File: src/rtl/hazard_scoreboard.sv
// Decode-stage RAW/WAW hazard scoreboard with bypass selection and per-register latency countdown.
// Outputs are combinational from state and inputs; the issue gate is the only backpressure.
module hazard_scoreboard #(
  parameter int ARCH_BITS      = 32,
  parameter int REG_IDX_BITS   = 5,
  parameter int NUM_SRC        = 2,
  parameter int NUM_PROD       = 8,
  parameter int LAT_BITS       = 3,
  parameter int ZERO_REG_EN    = 1,
  parameter int STALL_CNT_BITS = 32
) (
  input  logic                           clk,
  input  logic                           rst,
  input  logic                           flush,
  input  logic [NUM_SRC-1:0]             src_en,
  input  logic [NUM_SRC*REG_IDX_BITS-1:0] src_idx,
  input  logic [NUM_PROD-1:0]            prod_valid,
  input  logic [NUM_PROD-1:0]            prod_we,
  input  logic [NUM_PROD*REG_IDX_BITS-1:0] prod_dst,
  input  logic [NUM_PROD*ARCH_BITS-1:0]  prod_data,
  input  logic                           issue_valid,
  input  logic                           issue_we,
  input  logic [REG_IDX_BITS-1:0]        issue_dst,
  input  logic [LAT_BITS-1:0]            issue_lat,
  output logic [NUM_SRC-1:0]             src_hit,
  output logic [NUM_SRC*ARCH_BITS-1:0]   src_data,
  output logic [NUM_SRC-1:0]             src_block,
  output logic                           issue_stall,
  output logic                           issue_fire,
  output logic [STALL_CNT_BITS-1:0]      stall_count
);

  localparam int NUM_REGS = 1 << REG_IDX_BITS;

  logic [LAT_BITS-1:0] cnt [NUM_REGS];
  logic [LAT_BITS-1:0] lat_eff;
  logic                waw;
  logic                wr_ok;

  // A zero latency still occupies the register for one cycle.
  assign lat_eff = (issue_lat == '0) ? LAT_BITS'(1) : issue_lat;

  always_comb begin
    logic [REG_IDX_BITS-1:0] idx;
    logic                    zero;
    logic                    any_match;
    logic                    found;
    src_hit   = '0;
    src_data  = '1;
    src_block = '0;
    for (int i = 0; i < NUM_SRC; i++) begin
      idx       = src_idx[i*REG_IDX_BITS +: REG_IDX_BITS];
      zero      = (ZERO_REG_EN != 0) && (idx == '0);
      any_match = 1'b0;
      found     = 1'b0;
      // Ascending scan with a found flag gives slot 0 (youngest) priority.
      for (int p = 0; p < NUM_PROD; p++) begin
        if (src_en[i] && !zero && prod_valid[p] &&
            (prod_dst[p*REG_IDX_BITS +: REG_IDX_BITS] == idx)) begin
          any_match = 1'b1;
          if (prod_we[p] && !found) begin
            found = 1'b1;
            src_data[i*ARCH_BITS +: ARCH_BITS] = prod_data[p*ARCH_BITS +: ARCH_BITS];
          end
        end
      end
      src_hit[i]   = found;
      src_block[i] = src_en[i] && !zero && !found && ((cnt[idx] != '0) || any_match);
    end
  end

  // A new write landing no later than the outstanding one would be overwritten out of order.
  assign waw         = issue_valid && issue_we && (cnt[issue_dst] != '0) &&
                       (cnt[issue_dst] >= lat_eff);
  assign issue_stall = issue_valid && !flush && ((|src_block) || waw);
  assign issue_fire  = issue_valid && !flush && !issue_stall;
  assign wr_ok       = issue_fire && issue_we && !((ZERO_REG_EN != 0) && (issue_dst == '0));

  always_ff @(posedge clk or posedge rst) begin
    if (rst) begin
      for (int r = 0; r < NUM_REGS; r++) cnt[r] <= '0;
    end else if (flush) begin
      for (int r = 0; r < NUM_REGS; r++) cnt[r] <= '0;
    end else begin
      for (int r = 0; r < NUM_REGS; r++) begin
        if (wr_ok && (issue_dst == REG_IDX_BITS'(r))) begin
          cnt[r] <= lat_eff;
        end else if (cnt[r] != '0) begin
          cnt[r] <= cnt[r] - LAT_BITS'(1);
        end
      end
    end
  end

  always_ff @(posedge clk or posedge rst) begin
    if (rst) begin
      stall_count <= '0;
    end else if (issue_valid && issue_stall && (stall_count != '1)) begin
      stall_count <= stall_count + STALL_CNT_BITS'(1);
    end
  end

endmodule

File: config.mk
export PLATFORM = sky130hd
export DESIGN_NAME = hazard_scoreboard
export DESIGN_NICKNAME = d
export VERILOG_FILES = /design/src/rtl/hazard_scoreboard.sv
export SDC_FILE = /design/constraint.sdc
export NUM_CORES = 1
export LEC_CHECK = 0
export CAP_MARGIN = 20
export CORE_MARGIN = 2
export CORE_UTILIZATION = 40
export CTS_CLUSTER_DIAMETER = 30
export CTS_CLUSTER_SIZE = 30
export DETAILED_ROUTE_END_ITERATION = 8
export PLACE_DENSITY = 0.7
export RECOVER_POWER = 100
export SLEW_MARGIN = 20
export SYNTH_ARGS = -nofsm -noshare
export SYNTH_HDL_FRONTEND = slang
export SYNTH_SLANG_ARGS = --single-unit
File: constraint.sdc
create_clock -name clk -period 7.9 [get_ports clk]
set_input_delay 2.37 -clock clk [delete_from_list [all_inputs] [get_ports clk]]
set_output_delay 2.37 -clock clk [all_outputs]
set_load 0.005 [all_outputs]
## Yosys cells after proc, flatten, opt, wreduce, memory -nomap -nowiden

Cells that the tools add are included.

- Add/sub/neg operators: 33
- Magnitude comparators: 4
- Bitwise logic cells: 3
- Reduce and logical (&&, ||, !) cells: 190
- Multiplexer cells: 153
- Equality and inequality tests: 48

Operators with widths:

| kind | number |
|---|---|
| 32-bit 2-to-1 mux | 31 |
| 3-bit 2-to-1 mux | 71 |
| 3-bit nonzero test | 67 |
| 96-bit 2-to-1 mux | 1 |
| 3-bit by 1-bit subtractor with 3-bit output (second input constant) | 32 |
| 1-bit logical AND | 94 |
| 5-bit equality test | 16 |
| 5-bit equality test (second input constant) | 16 |
| 1-bit 2-to-1 mux | 47 |
| 3-bit binary-select mux with 5-bit select | 3 |
| 5-bit by 4-bit equality test with 1-bit output (second input constant) | 8 |
| 32-bit by 1-bit adder with 32-bit output (second input constant) | 1 |
| 32-bit inequality test (second input constant) | 1 |
| 1-bit zero test | 21 |
| 5-bit by 3-bit equality test with 1-bit output (second input constant) | 4 |
| 6-bit >= comparator (second input constant) | 3 |
| 5-bit NOT with 6-bit output | 3 |
| 5-bit zero test | 3 |
| 5-bit by 2-bit equality test with 1-bit output (second input constant) | 2 |
| 5-bit by 1-bit equality test with 1-bit output (second input constant) | 1 |
| 3-bit >= comparator | 1 |
| 3-bit zero test | 1 |
| 1-bit logical OR | 3 |
| 2-bit OR reduction | 1 |

- Word-level logic and storage cells: 464
- Input bits: 337
- Flip-flop bits (word level): 128

## Logic depth before layout (Yosys ltp)

- Depth in word-level cells: 47
- Gate-level depth with buffers: 21

## Least setup slack after synthesis

OpenSTA, ideal clock, no wires.

- Kind: input -> output
- From: in issue_dst[1]
- To: out issue_fire
- Arrival: 5.256 ns
- Path slack: 0.274 ns
- Cell stages on the path: 16
- Buffers on the path: 5
- Path through: clkbuf_1 -> buf_2 -> buf_2 -> mux4_2 -> o2111ai_1 -> nand3_1 -> ha_1 -> nand2b_1 -> a21oi_1 -> nor2b_1 -> o211ai_1 -> a31oi_1 -> a311o_1 -> buf_6 -> buf_2 -> nor2_1

- Longest elaborated chain between the ends: 11

Ends and longest elaborated chain:

| item | RTL line | source |
|---|---|---|
| start, declared | 23 | `input logic [REG_IDX_BITS-1:0] issue_dst,` |
| 5-bit NOT with 6-bit output (implied by the code) (*) | 73, 74 |  |
| 3-bit binary-select mux with 5-bit select (*) | 73, 74 |  |
| 3-bit 2-to-1 mux (implied by the code) (*) (2 in series) | 73, 74 |  |
| branches (longest 2 deep; another with 3-bit >= comparator) | -- |  |
| 1-bit logical AND (*) | 73 | `assign waw = issue_valid && issue_we && (cnt[issue_dst] != '0) &&` |
| 1-bit logical OR (*) | 75 | `assign issue_stall = issue_valid && !flush && ((\|src_block) \|\| waw);` |
| 1-bit logical AND (*) | 75 |  |
| 1-bit zero test (*) | 76 | `assign issue_fire = issue_valid && !flush && !issue_stall;` |
| 1-bit logical AND (*) | 76 |  |
| end, declared | 29 | `output logic issue_fire,` |

Mark *: on every way between the ends. The select of a mux whose other input is x is not followed.

## Worst setup path after layout

- From: in src_idx[5]
- To: out src_data[34]

- Longest elaborated chain between the ends: 34

Ends and longest elaborated chain:

| item | RTL line | source |
|---|---|---|
| start, declared | 16 | `input logic [NUM_SRC*REG_IDX_BITS-1:0] src_idx,` |
| 5-bit zero test | 53 | `zero = (ZERO_REG_EN != 0) && (idx == '0);` |
| 1-bit zero test | 58 | `if (src_en[i] && !zero && prod_valid[p] &&` |
| 1-bit logical AND (3 in series) | 58 |  |
| 1-bit 2-to-1 mux | 58 |  |
| 1-bit zero test | 61 | `if (prod_we[p] && !found) begin` |
| 1-bit logical AND | 61 |  |
| 1-bit 2-to-1 mux | 61 |  |
| 1-bit 2-to-1 mux | 58 |  |
| (+16 left out) | -- |  |
| 1-bit zero test | 61 |  |
| 1-bit logical AND | 61 |  |
| 1-bit 2-to-1 mux | 61 |  |
| 1-bit 2-to-1 mux | 58 |  |
| 1-bit zero test | 61 |  |
| 1-bit logical AND | 61 |  |
| 32-bit 2-to-1 mux | 61 |  |
| 32-bit 2-to-1 mux (*) | 58 |  |
| end, declared | 26 | `output logic [NUM_SRC*ARCH_BITS-1:0] src_data,` |

Mark *: on every way between the ends. The rest lies on a longest branch, timed or not.

==> results.cfg <==
[run_status]
status = complete, but fails checks
violations = max-capacitance violations, max-slew violations

[yosys]
synth_top_area_share_pct = 22.79
synth-main-ff-cell = dfrtp_1
synthTopCellsByArea = dfrtp_1 23%, xnor2_1 6.4%, ha_1 6.1%
synth-seq-cells = 128
ys_types = 65
synth_compound_area_share_pct = 22.27
synthMuxAreaShare_pct = 9.580
async_reset_ff_share_pct = 100.0
postSynthAreaPerCell_um2 = 7.650
synthSimpleGateAreaFrac_pct = 22.92
syn-num-nets = 2242
yosysWarnings = 0
synthCells = 1837
synth_top_family_by_area = simple AND/OR/NAND/NOR gates
synthXorXnorAreaFrac_pct = 8.787
synth-edff-count = 0
ys_seq_area_share_pct = 22.79
yosys.area.top_type = dfrtp_1
synth_fa_ha_area_share_pct = 6.054
synth.cell_area_um2 = 14050

[drt]
met2_length_um = 35330
first_pass_iters = 8
num_vias = 18080
viasPerCell = 6.207
topRoutingLayerUsed = met5
wl_met3_um = 9172
drc_errors = 0
antenna_left = 0
wl_um = 79960
m1WireLength_um = 30180
wire_per_inst_um = 27.45
drt-initial-drc-count = 2036

[clock_tree]
htree_num_levels = 4
cts.sink_count = 128
cts-root-buf = clkbuf_16
cts_buffer_depth = 2
cts-buffers-inserted = 17
path_clk_slew_ns = 0.05
postCtsHoldBufs = 0
clk_latency_ns = 0.44
cts_tree = done

[place]
place_hpwl_um = 62150
place_congestion = 1.077
place_inst = 2813
port_buffers = 438

[finish]
nets = 2828
areaGrowthSynthToFinish_pct = 55.29
drive_above_1_share_pct = 17.69
fin_cells = 2913
fillCellCount = 3040
final_common_cell = clkdlybuf4s50_1
final_cell_mix = 318 x clkdlybuf4s50_1, 204 x buf_4, 173 x nor2_1, 146 x nand2_1, 128 x dfrtp_1

[timing]
slew-limit-headroom_pct = -159.8
fin_crit_ns = 7.849
hold_ws_ns = 0.4874
rsz0062_at_grt = true
max_slew.worst_pin.slew_ns = 3.875
finalSetupViolCount = 0
final_max_slew_viol_count = 135
fmax_ghz = 0.1274
clock_skew_ns = 0.01133
finalHoldViolCount = 0
fin_crit_sh_pct = 99.36

[die]
die_h_um = 191.4
core_um2 = 34540
start_util_pct = 40.68
die_area_um2 = 36650
die_w_um = 191.4
boundaryPins = 439
rows = 68

[min_path]
hold_depth = 1
hold_end = stall_count[16]
min-delay-start = stall_count[16]
min_path_type = reg2reg

[worst_setup_path]
slowest_delay_ns = 0.49
r2r_setup_slack_ns = 2.50
arrival_ns = 5.48
path_cells = dlygate4sd2_1 > or2_4 > o41a_1 > or4b_4 > and4_4 > and3_4 > and2_4 > nand4_1 > buf_6 > buf_6 > buf_16 > buf_4 > mux2_4 > buf_6
setup.worst_path.start_class = input port
crit_slowest_cell = o41a_1
crit_fanout = 6
critPathTopFamily = simple AND/OR/NAND/NOR gates
worstReg2RegEnd = cnt[9]
rr_startpoint = cnt[44]
end_kind = primary output
critPathKind = in2out
worstPathBufferInverterCount = 6
worst-r2r-cell-count = 18
crit_top_cell = buf_6
required_ns = 5.53

[pwr]
peakVddDrop_mv = 0.2166
finalPower_w = 0.004494
p_leak_nw = 9.058
p_per_area_nw_per_um2 = 205.9

[global_route]
grt_overflow_total = 0
track_usage_pct = 42.45
antenna_found_initial = 25
grt_pass1_wl_um = 114500
grt_max_degree = 86
first_global_vias = 17440

[job]
cap_violations = 2
[sequential cells by signal, summed over array words and instances, names as in the netlist]
signal / flops
stall_count: 32
cnt: 96
[through the flow]
stage | util (%) | setup WS [ns] | setup TNS [ns] | instance area, um2
final | 63.18 | 0.05068 | 0 | 21820
after global routing | 63.15 | -0.03262 | -0.07721 | 21810
after CTS | 62.52 | -0.07632 | -0.1712 | 21600
after detailed placement | 58.87 | -0.6473 | -22.71 | 20330
after global placement | 58.84 | -0.6322 | -22.49 | 20320
after floorplan | - | 0.2738 | 0 | 14050
[metal layers]
layer  vias to the layer above  global-route usage (%)
met5                         -                       0
met4                         8                   23.22
met3                       300                   12.96
met2                      1220                   65.98
met1                      8621                   52.39
li1                       7931                       -
[final cells by class]
type	instances	area, um2	area share, %
Multi-Input combinational cell	1453	10150	46.51
Timing Repair Buffer	706	6797	31.14
Sequential cell	128	3203	14.68
Tap cell	455	569.3	2.609
Inverter	117	440.4	2.018
Clock buffer	17	425.4	1.949
Clock inverter	15	183.9	0.8428
Antenna cell	22	55.05	0.2523
[report_power, final]
group | internal [W] | switching, W
Sequential | 0.000869 | 0.000329
Combinational | 0.00119 | 0.00127
Clock | 0.000499 | 0.000335
[cells by family after synthesis]
family,count (synthesis)
adder cells (fa/ha/maj),68
AND/OR/NAND/NOR,654
multiplexers,104
buffers and inverters,256
AO/OA/AOI/OAI,486
flip-flops,128
XOR/XNOR,141
[how the worst max path moves through the flow]
stage,start,endpoint,cells past startpoint
floorplan,issue_dst[1],issue_fire,16
global placement,src_idx[3],src_data[19],14
detailed placement,issue_dst[2],issue_fire,16
CTS,prod_dst[17],src_data[24],12
global route,src_idx[1],src_data[25],15
finish,src_idx[5],src_data[34],14
[Yosys cell counts, drive strengths merged, types with 5 or more instances]
master / n
dfrtp: 128
ha: 68
nand2: 150
a211oi: 12
o31ai: 17
mux2i: 49
nor2b: 6
and3: 68
o22ai: 127
mux4: 21
nand4: 34
nor3: 77
xnor2: 103
or4: 5
clkbuf: 87
nand2b: 14
nor4: 29
inv: 115
nor2: 175
a21o: 10
and2: 7
o21a: 43
nand3: 58
a21oi: 107
or3: 8
o221ai: 60
xor2: 38
buf: 52
mux2: 34
o21ai: 81
[what timing repair did]
action | in CTS | in global routing
gates resized for setup | 198 | 53
pin swaps | 26 | 20
endpoints found under the setup margin | 67 | 51
buffers inserted | 28 | 12
cloned | 5 | 1
(Power assumes the default switching activity.)
